`src/rtl/bubble_warmup_ctrl.sv`:
```
// Bubble-memory warm-up sequencer: heats to target, restarts the seconds counter,
// waits for a timed stable settle window, then raises READY (or FAULT on timeout/overtemp).
module bubble_warmup_ctrl #(
    parameter logic [11:0] TEMP_TARGET    = 12'd1200,
    parameter logic [11:0] TEMP_HYST      = 12'd16,
    parameter logic [15:0] SETTLE_SEC     = 16'd30,
    parameter logic [15:0] TIMEOUT_SEC    = 16'd600,
    parameter logic [7:0]  STABLE_SAMPLES = 8'd8
) (
    input  logic        MCLK,
    input  logic        RESET,
    input  logic        ENABLE,
    input  logic        TEMP_VALID,
    input  logic [11:0] TEMP_DATA,
    input  logic [15:0] TIMEELAPSED,
    input  logic        OVFL,
    output logic        TIMER_nRESET,
    output logic        TIMER_nSTART,
    output logic        HEATER_ON,
    output logic        READY,
    output logic        FAULT,
    output logic [1:0]  FAULT_CODE,
    output logic [2:0]  STATE
);

    typedef enum logic [2:0] {
        S_IDLE   = 3'd0,
        S_TRST   = 3'd1,
        S_TSTART = 3'd2,
        S_HEAT   = 3'd3,
        S_SETTLE = 3'd4,
        S_READY  = 3'd5,
        S_FAULT  = 3'd6
    } state_e;

    typedef enum logic {
        PH_HEAT   = 1'b0,
        PH_SETTLE = 1'b1
    } phase_e;

    localparam logic [1:0] CODE_NONE     = 2'd0;
    localparam logic [1:0] CODE_TIMEOUT  = 2'd1;
    localparam logic [1:0] CODE_OVERTEMP = 2'd2;

    // Thresholds in 14 bits; clamp checks are arranged so nothing wraps.
    localparam logic [13:0] TMAX = 14'd4095;
    localparam logic [13:0] TGT  = {2'b00, TEMP_TARGET};
    localparam logic [13:0] HY1  = {2'b00, TEMP_HYST};
    localparam logic [13:0] HY4  = {TEMP_HYST, 2'b00};
    localparam logic [13:0] LO1  = (HY1 > TGT) ? 14'd0 : TGT - HY1;
    localparam logic [13:0] HI1  = (HY1 > TMAX - TGT) ? TMAX : TGT + HY1;
    localparam logic [13:0] LO4  = (HY4 > TGT) ? 14'd0 : TGT - HY4;
    localparam logic [13:0] HI4  = (HY4 > TMAX - TGT) ? TMAX : TGT + HY4;

    state_e      state_q, state_d;
    phase_e      phase_q, phase_d;
    logic        heater_q, heater_d;
    logic        ready_q, ready_d;
    logic        fault_q, fault_d;
    logic [1:0]  code_q, code_d;
    logic [7:0]  stable_q, stable_d;
    logic        first_q, first_d;
    logic        nreset_q, nreset_d;
    logic        nstart_q, nstart_d;

    logic [13:0] sample;
    logic        overtemp;
    logic        timer_expired;
    logic        in_window;
    logic        thermo_active;

    always_comb begin
        sample        = {2'b00, TEMP_DATA};
        overtemp      = TEMP_VALID && (sample > HI4);
        in_window     = (sample >= LO1) && (sample <= HI1);
        // The counter has not cleared yet on the first cycle after TSTART.
        timer_expired = !first_q && ((TIMEELAPSED >= TIMEOUT_SEC) || OVFL);
        thermo_active = TEMP_VALID && ((state_q == S_SETTLE) || (state_q == S_READY));

        state_d  = state_q;
        phase_d  = phase_q;
        heater_d = heater_q;
        code_d   = code_q;
        stable_d = stable_q;
        first_d  = (state_q == S_TSTART);

        if (thermo_active) begin
            if (sample < LO1)
                heater_d = 1'b1;
            else if (sample >= TGT)
                heater_d = 1'b0;
            if (!in_window)
                stable_d = 8'd0;
            else if (stable_q != 8'hFF)
                stable_d = stable_q + 8'd1;
        end

        case (state_q)
            S_IDLE: begin
                stable_d = 8'd0;
                if (ENABLE) begin
                    state_d = S_TRST;
                    phase_d = PH_HEAT;
                end
            end
            S_TRST:   state_d = S_TSTART;
            S_TSTART: begin
                stable_d = 8'd0;
                state_d  = (phase_q == PH_SETTLE) ? S_SETTLE : S_HEAT;
            end
            S_HEAT: begin
                if (overtemp) begin
                    state_d = S_FAULT;
                    code_d  = CODE_OVERTEMP;
                end else if (timer_expired) begin
                    state_d = S_FAULT;
                    code_d  = CODE_TIMEOUT;
                end else if (TEMP_VALID && (sample >= TGT)) begin
                    state_d = S_TRST;
                    phase_d = PH_SETTLE;
                end
            end
            S_SETTLE: begin
                if (overtemp) begin
                    state_d = S_FAULT;
                    code_d  = CODE_OVERTEMP;
                end else if (timer_expired) begin
                    state_d = S_FAULT;
                    code_d  = CODE_TIMEOUT;
                end else if (!first_q && (TIMEELAPSED >= SETTLE_SEC) &&
                             (stable_q >= STABLE_SAMPLES)) begin
                    state_d = S_READY;
                end
            end
            S_READY: begin
                if (overtemp) begin
                    state_d = S_FAULT;
                    code_d  = CODE_OVERTEMP;
                end else if (TEMP_VALID && (sample < LO4)) begin
                    state_d = S_TRST;
                    phase_d = PH_HEAT;
                end
            end
            S_FAULT: state_d = S_FAULT;
            default: state_d = S_IDLE;
        endcase

        if (!ENABLE)
            state_d = S_IDLE;

        if (state_d == S_IDLE) begin
            code_d   = CODE_NONE;
            phase_d  = PH_HEAT;
            stable_d = 8'd0;
        end

        // Registered outputs are derived from the next state so they line up with STATE.
        case (state_d)
            S_HEAT:           heater_d = 1'b1;
            S_IDLE, S_FAULT:  heater_d = 1'b0;
            default:          ;
        endcase
        nreset_d = !((state_d == S_IDLE) || (state_d == S_TRST));
        nstart_d = (state_d != S_TSTART);
        ready_d  = (state_d == S_READY);
        fault_d  = (state_d == S_FAULT);
    end

    always_ff @(posedge MCLK) begin
        if (RESET) begin
            state_q  <= S_IDLE;
            phase_q  <= PH_HEAT;
            heater_q <= 1'b0;
            ready_q  <= 1'b0;
            fault_q  <= 1'b0;
            code_q   <= CODE_NONE;
            stable_q <= 8'd0;
            first_q  <= 1'b0;
            nreset_q <= 1'b0;
            nstart_q <= 1'b1;
        end else begin
            state_q  <= state_d;
            phase_q  <= phase_d;
            heater_q <= heater_d;
            ready_q  <= ready_d;
            fault_q  <= fault_d;
            code_q   <= code_d;
            stable_q <= stable_d;
            first_q  <= first_d;
            nreset_q <= nreset_d;
            nstart_q <= nstart_d;
        end
    end

    assign TIMER_nRESET = nreset_q;
    assign TIMER_nSTART = nstart_q;
    assign HEATER_ON    = heater_q;
    assign READY        = ready_q;
    assign FAULT        = fault_q;
    assign FAULT_CODE   = code_q;
    assign STATE        = state_q;

endmodule

```
`config.mk`:
```
export PLATFORM = sky130hd
export DESIGN_NAME = bubble_warmup_ctrl
export DESIGN_NICKNAME = d
export VERILOG_FILES = /design/src/rtl/bubble_warmup_ctrl.sv
export SDC_FILE = /design/constraint.sdc
export NUM_CORES = 1
export LEC_CHECK = 0
export ABC_AREA = 0
export CAP_MARGIN = 25
export CORE_MARGIN = 2
export CORE_UTILIZATION = 48
export DETAILED_ROUTE_END_ITERATION = 16
export PLACE_DENSITY = 0.84
export RECOVER_POWER = 50
export SYNTH_ARGS = -nofsm -noshare
export SYNTH_HDL_FRONTEND = slang
export SYNTH_SLANG_ARGS = --single-unit
```
`constraint.sdc`:
```
create_clock -name MCLK -period 6.2 [get_ports MCLK]
set_input_delay 1.24 -clock MCLK [delete_from_list [all_inputs] [get_ports MCLK]]
set_output_delay 1.24 -clock MCLK [all_outputs]
set_load 0.005 [all_outputs]
```
==> reports/qor.txt <==
=======================================================================================
Run status                                                                 finished clean
Weighted congestion reported at the end of routability-driven placement           0.908
Ant diodes                                                                            0
Number of levels the H-tree was split into                                            1
CTS tree                                                                          built
Detail Route met2 WL                                                            1.62 mm
Pre-CTS WS                                                                      2450 ps
Die outline height                                                              55.5 µm
Largest area contributor in the netlist                                    sky130_fd_sc_hd__dfxtp_1
Count of yosys warnings during synthesis                                              0
Number of violations reported at the end of detailed-routing iteration 0             42
Max-Cap Viols                                                                         0
Required time of the critical path                                              6450 ps
Sum of overflow across all layers after global routing                                0
Number of vias after detailed routing                                              1338
First-pass GRT wire length                                                      5.88 mm
Synthesized instance count                                                          161
Area inside the core boundary                                               0.00250 mm²
CTS clk-pin slew, worst paths                                                    110 ps
Number of setup buffers added after CTS                                               0
Slew at the pin closest to its max-slew limit                                    856 ps
Share of synthesized area occupied by flip-flops and latches                      0.315
Fin Clk Skew                                                                    7.35 ps
Number of setup violations in the final report                                        0
Maximum number of buffers from clock root to sink                                     2
Yosys top cell area share                                                         0.315
Async set-reset flop share out of synthesis                                           0
Highest signal layer in the routed design                                          met4
Final Total Pwr                                                                0.269 mW
Mean number of vias per cell                                                       5.79
Ports placed on the boundary                                                         43
Initial standard-cell utilization of the core                                     0.509
Sink Count                                                                           20
Placed wire-length estimate                                                     2.73 mm
Post-layout nets                                                                    237
Number of fill cells                                                                208
Port bufs                                                                            41
Master cell of the clock root buffer                                       sky130_fd_sc_hd__clkbuf_4
Biggest area contributors in the synthesized netlist                       sky130_fd_sc_hd__dfxtp_1 (31%), sky130_fd_sc_hd__a21oi_1 (5.1%), sky130_fd_sc_hd__nor2_1 (4.7%), sky130_fd_sc_hd__nor2b_1 (4.4%), sky130_fd_sc_hd__o21ai_0 (3.9%)
Total Wirelength                                                                3.40 mm
Length of routed met3 wiring                                                     253 µm
Die span in x                                                                   55.5 µm
Top achievable clock speed                                                      276 MHz
Length of the first detailed-routing pass in iterations                               5
Total nets after synthesis                                                          196
Number of distinct standard cells referenced by the synthesized netlist              42
Endpoint class of the critical path                                           flip-flop
Fraction of final layout cells with drive strength greater than 1                0.0746
Hold violation total from the final report                                            0
Via count of the first global-routing pass                                         1309
CP Max Fanout                                                                         8
Total negative slack                                                               0 ps
Number of hold buffers added after cts                                                0
CP max-delay cell                                                          sky130_fd_sc_hd__dlygate4sd3_1
Standby leakage power                                                          0.575 nW
Worst setup path category                                                  primary input to flip-flop
Synthesis-stage register bit count                                                   20
Layout Area Growth over Synthesis                                                 34.8%
Die outline area                                                            0.00308 mm²
Unrepaired setup endpoints after global routing                                      no
Largest net degree at the start of global routing                                    17
Ys flop type                                                               sky130_fd_sc_hd__dfxtp_1
Final period demand of the worst path                                           3620 ps
Average footprint of a synthesized cell                                        7.90 µm²
Largest stage delay on the critical path                                         580 ps
Class of the most critical hold timing path                                flip-flop to flip-flop
Worst vdd rail ir drop                                                       0.000173 V
Total buffers and inverters traversed by the critical path                            1
Final routed DRC violation total                                                      0
Detailed-route wire length on metal 1                                           1.46 mm
Worst skew pair latency                                                          300 ps
Critical path arrival                                                           3870 ps
Initial antenna violation count                                                       0
Cell family with most CP delay                                             simple AND/OR/NAND/NOR gates
Final worst slack                                                               2580 ps
WL per Instance                                                                 14.7 µm
Period utilisation layout                                                         0.584
DRT antenna net count                                                                 0
Netlist area before placement                                               0.00127 mm²
Power density over the cells                                                 157 mW/mm²
CTS-repair resized insts                                                              0
Cells traversed along the worst timing path                                dlygate4sd3_1, nand2_1, nor4_1, a22oi_1, a21oi_1, o21ai_0, xor2_1, or3_1, a21oi_2
TritonCTS Buffers                                                                     3
Std cell rows                                                                        18
Number of max-slew violations in the final report                                     0
Crit start category                                                        primary input
Headroom to the max-slew limit                                                    0.423
Tot GR Track Use                                                                  0.233
Number of flops mapped to enable cells by yosys                                       0
=======================================================================================
-- through the flow --
step	std cells	hold slack, ps	instance area, µm²	util
global route	231	560	1720	0.686
floorplan	161	473	1270	-
global placement	227	488	1700	0.680
CTS	231	515	1740	0.695
finish	231	515	1720	0.686
detailed placement	227	500	1700	0.680
-- tightest hold or removal path: cells and delay by family (launching register included) --
family	cells	cell delay, ps
compound gates	1	50
simple gates	1	80
flops	1	350
-- layout by cell type (no fill, tap or decap), types with 4 or more instances in the layout --
cell type                         instances
sky130_fd_sc_hd__o21ai_0                 11
sky130_fd_sc_hd__xor2_1                   4
sky130_fd_sc_hd__a21oi_1                 13
sky130_fd_sc_hd__nand4_1                  4
sky130_fd_sc_hd__dlygate4sd3_1           12
sky130_fd_sc_hd__nand2_1                 11
sky130_fd_sc_hd__nand3_1                  8
sky130_fd_sc_hd__nand2b_1                 4
sky130_fd_sc_hd__or3_1                    5
sky130_fd_sc_hd__nor4_1                   4
sky130_fd_sc_hd__dfxtp_1                 20
sky130_fd_sc_hd__inv_1                    5
sky130_fd_sc_hd__nor2b_1                  9
sky130_fd_sc_hd__nor2_1                  16
sky130_fd_sc_hd__clkdlybuf4s50_1         29
sky130_fd_sc_hd__nor3_1                   9
-- registers in the layout (all words and copies together) (netlist names) --
| register | count |
|---|---|
| STATE | 3 |
| phase_q | 1 |
| HEATER_ON | 1 |
| FAULT | 1 |
| first_q | 1 |
| TIMER_nRESET | 1 |
| FAULT_CODE | 2 |
| stable_q | 8 |
| TIMER_nSTART | 1 |
| READY | 1 |
-- power breakdown --
part | internal, mW | total (mW) | leakage (nW) | switching [mW]
logic | 0.0329 | 0.0586 | 0.393 | 0.0257
registers | 0.131 | 0.135 | 0.162 | 0.00382
clock network | 0.0359 | 0.0753 | 0.0210 | 0.0394
total | 0.200 | 0.269 | 0.575 | 0.0689
-- final timing paths --
| check | startpoint | end | slack [ps] | cells after the start |
|---|---|---|---|---|
| worst max-delay path | TEMP_DATA[10] | HEATER_ON$_SDFFE_PP0P_ | 2580 | 9 |
| worst min-delay path | stable_q[1]$_SDFFE_PP0P_ | stable_q[1]$_SDFFE_PP0P_ | 510 | 2 |
| worst max register to register | first_q$_SDFF_PP0_ | HEATER_ON$_SDFFE_PP0P_ | 3910 | 7 |
| worst min register to register | stable_q[1]$_SDFFE_PP0P_ | stable_q[1]$_SDFFE_PP0P_ | 510 | 2 |
-- Yosys cell counts (2+ instances only) --
cell type	n
sky130_fd_sc_hd__a2111oi_0	2
sky130_fd_sc_hd__a21oi_1	13
sky130_fd_sc_hd__a21oi_2	2
sky130_fd_sc_hd__a22oi_1	2
sky130_fd_sc_hd__clkbuf_1	4
sky130_fd_sc_hd__dfxtp_1	20
sky130_fd_sc_hd__ha_1	2
sky130_fd_sc_hd__inv_1	5
sky130_fd_sc_hd__nand2_1	11
sky130_fd_sc_hd__nand2b_1	4
sky130_fd_sc_hd__nand3_1	8
sky130_fd_sc_hd__nand4_1	4
sky130_fd_sc_hd__nor2_1	16
sky130_fd_sc_hd__nor2b_1	9
sky130_fd_sc_hd__nor3_1	9
sky130_fd_sc_hd__nor4_1	4
sky130_fd_sc_hd__nor4_4	2
sky130_fd_sc_hd__o21ai_0	10
sky130_fd_sc_hd__o21ai_1	2
sky130_fd_sc_hd__o22ai_1	2
sky130_fd_sc_hd__or2_2	2
sky130_fd_sc_hd__or3_1	5
sky130_fd_sc_hd__xor2_1	4
-- cells by family (layout without fill, tap and decap cells) --
kind of cell,count (synthesis),in the layout,synth area share
simple gates,81,81,0.373
compound gates,44,44,0.235
flops,20,20,0.315
buf+inv,10,50,0.0305
xor+xnor,4,4,0.0275
fa+ha+maj,2,2,0.0197
-- final cells by class --
class	count	area [µm²]	area share
Clock buffer	4	36.3	0.0212
Timing Repair Buffer	41	410	0.239
Inverter	5	18.8	0.0109
Sequential cell	20	400	0.233
Tap cell	30	37.5	0.0219
Multi-Input combinational cell	131	812	0.473
-- routing by layer --
metal | track usage | up-vias
li1 | - | 671
met1 | 0.288 | 614
met2 | 0.400 | 47
met3 | 0.0515 | 6
met4 | 0.0767 | 0
met5 | 0 | -
No activity file was read; power rests on OpenSTA's default activity.
